==> src/rtl/aes_key_schedule.sv <==
// AES-128 key expansion engine.
// Expands a 128-bit cipher key into round keys rk[0..NROUNDS], one round key per clock.
// SubWord is performed by an external S-box:
//   - SUBW_IN carries RotWord of the previous round key's last word.
//   - SUBW_OUT returns SubWord(SUBW_IN) combinationally.
// Round keys are readable at any time through RK_IDX/RK_DATA.
//
// Optional feature: define AES_KS_CACHE_EN to add a last-key register and a valid flag.
// With the cache enabled, a START in IDLE with the same key as the last completed expansion
// skips straight to DONE and leaves the stored round keys untouched.
//
// Handshake: START is a level request that is only looked at in IDLE.
// DONE is held while START stays high, and the FSM returns to IDLE on the first edge with START low.
// The FSM state is visible internally as state_q: IDLE=0, EXPAND=1, DONE=2.
module aes_key_schedule #(
    parameter int NROUNDS = 10  // only 10 (AES-128) is supported
) (
    input  logic         CLK,
    input  logic         RESET,
    input  logic         START,
    input  logic [127:0] KEY,
    output logic         BUSY,
    output logic         DONE,
    input  logic [3:0]   RK_IDX,
    output logic [127:0] RK_DATA,
    output logic [31:0]  SUBW_IN,
    input  logic [31:0]  SUBW_OUT
);

    localparam logic [1:0] ST_IDLE   = 2'd0;
    localparam logic [1:0] ST_EXPAND = 2'd1;
    localparam logic [1:0] ST_DONE   = 2'd2;

    logic [1:0]   state_q, state_d;
    logic [3:0]   cnt_q, cnt_d;
    logic [127:0] rk_q [0:NROUNDS];
    logic [127:0] rk_d [0:NROUNDS];
    logic [127:0] prev_rk;
    logic [127:0] next_rk;
    logic [31:0]  temp_w;
    logic [31:0]  w0_n, w1_n, w2_n, w3_n;
    logic         cache_hit;

`ifdef AES_KS_CACHE_EN
    logic [127:0] last_key_q, last_key_d;
    logic         valid_q, valid_d;
`endif

    // Round constant for the round key currently being produced.
    function automatic logic [7:0] rcon(input logic [3:0] idx);
        case (idx)
            4'd1:    rcon = 8'h01;
            4'd2:    rcon = 8'h02;
            4'd3:    rcon = 8'h04;
            4'd4:    rcon = 8'h08;
            4'd5:    rcon = 8'h10;
            4'd6:    rcon = 8'h20;
            4'd7:    rcon = 8'h40;
            4'd8:    rcon = 8'h80;
            4'd9:    rcon = 8'h1b;
            4'd10:   rcon = 8'h36;
            default: rcon = 8'h00;
        endcase
    endfunction

    // Select rk[cnt-1] and drive RotWord of its last word to the S-box while expanding.
    always_comb begin
        prev_rk = '0;
        for (int i = 0; i < NROUNDS; i++) begin
            if (cnt_q == 4'(i + 1)) begin
                prev_rk = rk_q[i];
            end
        end
        if (state_q == ST_EXPAND) begin
            SUBW_IN = {prev_rk[23:0], prev_rk[31:24]};
        end else begin
            SUBW_IN = '0;
        end
    end

    // Next round key from the previous one and the S-box result.
    always_comb begin
        temp_w  = SUBW_OUT ^ {rcon(cnt_q), 24'h0};
        w0_n    = prev_rk[127:96] ^ temp_w;
        w1_n    = prev_rk[95:64]  ^ w0_n;
        w2_n    = prev_rk[63:32]  ^ w1_n;
        w3_n    = prev_rk[31:0]   ^ w2_n;
        next_rk = {w0_n, w1_n, w2_n, w3_n};
    end

`ifdef AES_KS_CACHE_EN
    // A repeated key whose schedule is already stored needs no new expansion.
    always_comb begin
        cache_hit = valid_q && (KEY == last_key_q);
    end
`else
    // No cache: every request expands.
    always_comb begin
        cache_hit = 1'b0;
    end
`endif

    // FSM and round-key next-state logic.
    always_comb begin
        state_d = state_q;
        cnt_d   = cnt_q;
        rk_d    = rk_q;
`ifdef AES_KS_CACHE_EN
        last_key_d = last_key_q;
        valid_d    = valid_q;
`endif
        case (state_q)
            ST_IDLE: begin
                if (START) begin
                    if (cache_hit) begin
                        state_d = ST_DONE;
                    end else begin
                        rk_d[0] = KEY;
                        cnt_d   = 4'd1;
                        state_d = ST_EXPAND;
`ifdef AES_KS_CACHE_EN
                        // The stored schedule is being replaced; not valid until complete.
                        last_key_d = KEY;
                        valid_d    = 1'b0;
`endif
                    end
                end
            end
            ST_EXPAND: begin
                for (int i = 1; i <= NROUNDS; i++) begin
                    if (cnt_q == 4'(i)) begin
                        rk_d[i] = next_rk;
                    end
                end
                if (cnt_q == 4'(NROUNDS)) begin
                    cnt_d   = 4'd0;
                    state_d = ST_DONE;
`ifdef AES_KS_CACHE_EN
                    valid_d = 1'b1;
`endif
                end else begin
                    cnt_d = cnt_q + 4'd1;
                end
            end
            ST_DONE: begin
                if (!START) begin
                    state_d = ST_IDLE;
                end
            end
            default: begin
                state_d = ST_IDLE;
            end
        endcase
    end

    // State registers with synchronous reset clearing all round keys.
    always_ff @(posedge CLK) begin
        if (RESET) begin
            state_q <= ST_IDLE;
            cnt_q   <= 4'd0;
            for (int i = 0; i <= NROUNDS; i++) begin
                rk_q[i] <= '0;
            end
`ifdef AES_KS_CACHE_EN
            last_key_q <= '0;
            valid_q    <= 1'b0;
`endif
        end else begin
            state_q <= state_d;
            cnt_q   <= cnt_d;
            for (int i = 0; i <= NROUNDS; i++) begin
                rk_q[i] <= rk_d[i];
            end
`ifdef AES_KS_CACHE_EN
            last_key_q <= last_key_d;
            valid_q    <= valid_d;
`endif
        end
    end

    // Combinational round-key read port; indices past the last round key read as zero.
    always_comb begin
        RK_DATA = '0;
        for (int i = 0; i <= NROUNDS; i++) begin
            if (RK_IDX == 4'(i)) begin
                RK_DATA = rk_q[i];
            end
        end
    end

    assign BUSY = (state_q == ST_EXPAND);
    assign DONE = (state_q == ST_DONE);

endmodule
==> config.mk <==
export PLATFORM = sky130hd
export DESIGN_NAME = aes_key_schedule
export DESIGN_NICKNAME = d
export VERILOG_FILES = /design/src/rtl/aes_key_schedule.sv
export SDC_FILE = /design/constraint.sdc
export NUM_CORES = 2
export LEC_CHECK = 0
export BUFFER_PORTS_ARGS = -buffer_cell sky130_fd_sc_hd__buf_2
export CAP_MARGIN = 30
export CORE_MARGIN = 2
export CORE_UTILIZATION = 35
export DETAILED_ROUTE_END_ITERATION = 10
export PLACE_DENSITY = 0.48
export SYNTH_ARGS = -nofsm -noshare
export SYNTH_HDL_FRONTEND = slang
export SYNTH_SLANG_ARGS = --single-unit
export TNS_END_PERCENT = 100
==> constraint.sdc <==
create_clock -name CLK -period 2.9 [get_ports CLK]
set_clock_uncertainty 0.05 [all_clocks]
set_input_delay 0 -clock CLK [delete_from_list [all_inputs] [get_ports CLK]]
set_output_delay 0 -clock CLK [all_outputs]
set_load 0.02 [all_outputs]
==> run_results.csv <==
group,metric,value,unit
setup_path,path_buf_inv,7,
power_and_ir_drop,peakVddDrop,0.700,mV
place,detailed_place_hpwl,278,mm
synthesis,synth_edf_count,0,
power_and_ir_drop,power_density,522,mW/mm^2
synthesis,synth_fp_nets,9462,
power_and_ir_drop,p_switching,15.3,mW
floorplanning,core_area,0.204,mm^2
power_and_ir_drop,power_frac_seq,0.393,
setup_path,crit_slowest_cell,"a222oi_1",
synthesis,netlist_area,0.0718,mm^2
setup_path,cp_slowest_stage_delay,0.46,ns
drt,drt_iter0_markers,13500,
sta,setup_viol,1042,
power_and_ir_drop,p_int,35.8,mW
synthesis,ys.flop_type,"dfxtp_1",
synthesis,synth_top_area_share,0.397,
drt,drc,0,
synthesis,synth.area.top_cells,"dfxtp_1 (40%), a21oi_1 (8.3%), nand2_1 (7.4%), o21ai_0 (5.5%), nor2_1 (5.0%)",
setup_path,cp_max_fo,17,
clocking,clk_latency,0.91,ns
setup_path,crit_family,"buffers and inverters",
setup_path,cp-start-kind,"register",
clocking,clockBufferDepth,3,
floorplanning,rows,166,
grt,antenna_found_initial,26,
setup_path,required,2.85,ns
sta,finalCritPeriodShare,1.24,
place,place_ws,-1.29,ns
cells_and_area,layout-area-overhead-vs-synth,36.5,%
clocking,h-tree-depth,4,
power_and_ir_drop,clock_power_share,0.433,
sta,period_minus_slack,3.59,ns
clocking,clk_pin_slew,0.06,ns
status,violations,"negative hold slack, negative setup slack",
synthesis,synthCells,9291,
cells_and_area,fillers,19800,
power_and_ir_drop,netSwitchingFraction,0.300,
clocking,cts_made_buffers,168,
synthesis,yosysUniqueCellTypes,98,
power_and_ir_drop,power_leakage,36.1,nW
setup_path,crit_arrival,3.54,ns
grt,grt_start_max_net_pins,193,
clocking,root_buffer,"clkbuf_16",
sta,worst_pin_slew,1.09,ns
drt,dr.pass1.iters,10,
drt,wirelength,432,mm
grt,grt_util_all_layers,0.392,
grt,grt_pass1_vias,77100,
power_and_ir_drop,comb_power_share,0.174,
synthesis,yosys_warnings,0,
synthesis,synth_top_area_cell,"dfxtp_1",
sta,fmax,0.279,GHz
place,portBuffers,328,
place,place_congestion,0.957,
sta,worst_slack,-0.686,ns
synthesis,synth-seq-area-share,0.397,
cells_and_area,ff_latch_area,0.0285,mm^2
setup_path,crit_path_cell_trace,"buf_4 > buf_12 > and3b_2 > buf_12 > o21ai_4 > buf_12 > buf_12 > o221ai_2 > a222oi_1 > buf_4 > nor2_2 > buf_6",
drt,vias_per_cell,6.37,
floorplanning,dieArea,0.209,mm^2
sta,max_slew_margin,0.271,
sta,final_max_slew_viol_count,0,
floorplanning,die_x,457,um
grt,grt_first_pass_wirelength,594,mm
synthesis,synth_common_cells,"dfxtp_1 (1422), nand2_1 (1420), a21oi_1 (1193)",
flow_run,maxCapViolCount,0,
sta,fin_hold_ws,-0.0347,ns
sta,hold_viol_final,9,
clocking,clock_sinks,1422,
sta,rsz0062_at_grt,"true",
cells_and_area,final_nets,10600,
sta,tns,-361.80,ns
drt,ant_nets,0,
floorplanning,top_level_ports,329,
synthesis,synthMostInstantiatedCell,"dfxtp_1",
setup_path,crit_top_cell,"buf_12",
drt,via_count,84500,
grt,grt-ovfl-total,0,
setup_path,path_class,"register to primary output",
cells_and_area,drive_gt1_frac,0.215,
floorplanning,die_h,457,um
floorplanning,start_util,0.351,
synthesis,avgSynthCellArea,7.72,um^2
clocking,cts_tree,"built",
drt,wl_per_cell,32.6,um
synthesis,synth_seq_cells,1422,
cells_and_area,multi_input_area,0.0411,mm^2
min_path,min_path_type,"input pin to register",
status,status,"complete, but fails checks",
setup_path,endpoint_kind,"primary output",
synthesis,async_flop_share,0,
-- layer usage --
layer / share of wire / vias to the layer above / global-route usage
met5: 0.000088 / - / 0
met4: 0.064 / 6 / 0.220
met3: 0.13 / 1287 / 0.101
met2: 0.41 / 6350 / 0.560
met1: 0.40 / 40900 / 0.534
li1: - / 35900 / -
-- flip-flops by register name, indices dropped and copies added (netlist names), named ones only --
name,cells
state_q,2
cnt_q,4
rk_q,1408
-- tightest hold or removal path, stage by stage --
cell	delay, ns
buf_2	0.13
a31oi_1	0.10
o21a_4	0.15
and2_1	0.16
buf_4	0.18
nand2_1	0.07
a21oi_1	0.05
-- power groups by stage --
stage / Clock [mW] / Sequential, mW / Combinational, mW
6_report: 22.1 / 20.1 / 8.90
5_1_grt: 23.0 / 20.1 / 9.05
4_1_cts: 22.2 / 20.0 / 8.29
3_5_place_dp: 0 / 20.5 / 7.32
3_3_place_gp: 0 / 20.5 / 7.31
2_1_floorplan: 0 / 20.3 / 3.31
-- through the flow --
stage | utilization | power, mW | cells | area (um^2)
4_1_cts | 0.471 | 50.6 | 13200 | 96100
3_5_place_dp | 0.410 | 27.8 | 12300 | 83800
3_3_place_gp | 0.410 | 27.8 | 12300 | 83800
2_1_floorplan | - | 23.6 | 9291 | 71900
6_report | 0.480 | 51.1 | 13300 | 97900
5_1_grt | 0.480 | 52.1 | 13200 | 97900
-- cell families after synthesis --
kind of cell             count (synthesis)  share of synthesized area
AO/OA/AOI/OAI                         3489                      0.305
XOR/XNOR                               129                     0.0200
adder cells (fa/ha/maj)                  4                   0.000698
buffers and inverters                 1019                     0.0599
flip-flops                            1422                      0.397
multiplexers                           303                     0.0467
AND/OR/NAND/NOR                       2925                      0.171
-- final cells by class --
type / count / share of cell area
Multi-Input combinational cell: 6853 / 0.419
Sequential cell: 1422 / 0.291
Timing Repair Buffer: 1948 / 0.197
Clock buffer: 242 / 0.0502
Tap cell: 2688 / 0.0343
Clock inverter: 60 / 0.00680
Inverter: 32 / 0.00135
Antenna cell: 13 / 0.000332
-- timing repair --
item                                     CTS  global route
hold buffers                             413             0
gates resized for setup                  298           246
gates cloned                              16            13
buffers inserted                         106            64
endpoints found under the setup margin  1024          1142
pin swaps                                 88            88
hold endpoints to repair                 709             0
-- path summary, 6_finish.rpt --
kind	from	to	slack [ns]	cells past startpoint
worst max register to register	cnt_q[1]$_SDFFE_PP0P_	rk_q[398]$_SDFFE_PP0P_	-0.66	15
worst max-delay path	cnt_q[3]$_SDFFE_PP0P_	SUBW_IN[17]	-0.69	12
worst min-delay path	SUBW_OUT[11]	rk_q[235]$_SDFFE_PP0P_	-0.03	7
worst min register to register	rk_q[47]$_SDFFE_PP0P_	rk_q[47]$_SDFFE_PP0P_	0.40	2
-- layout by cell type, fill, tap and decap left out, types with 20 or more instances in the layout --
cell type / netlist / layout
clkbuf_1: 762 / 34
a21oi_2: 9 / 47
nor3_1: 101 / 78
nor2_1: 959 / 930
xnor2_1: 64 / 49
a22oi_1: 230 / 224
o21ai_0: 784 / 746
a2bb2oi_1: 40 / 38
buf_8: 0 / 20
buf_4: 28 / 832
o22ai_1: 253 / 236
o21ai_1: 25 / 42
buf_2: 113 / 297
nand2b_1: 30 / 26
a211oi_1: 293 / 284
nor3_2: 1 / 23
a221oi_1: 31 / 23
buf_6: 30 / 99
clkinv_2: 0 / 32
a221o_1: 56 / 56
o211ai_1: 42 / 42
nand4_1: 20 / 20
mux2i_1: 193 / 189
a222oi_1: 94 / 94
dfxtp_1: 1422 / 1418
clkbuf_8: 0 / 38
a31oi_1: 30 / 27
nand3_1: 181 / 170
or3_1: 27 / 23
nand2_1: 1420 / 1412
buf_12: 0 / 257
o221ai_1: 110 / 97
clkbuf_16: 0 / 178
inv_1: 30 / 26
xor2_1: 40 / 24
a21oi_1: 1193 / 1151
a22o_1: 93 / 93
mux2_2: 94 / 91
dlygate4sd3_1: 0 / 413
(Power assumes the default switching activity.)
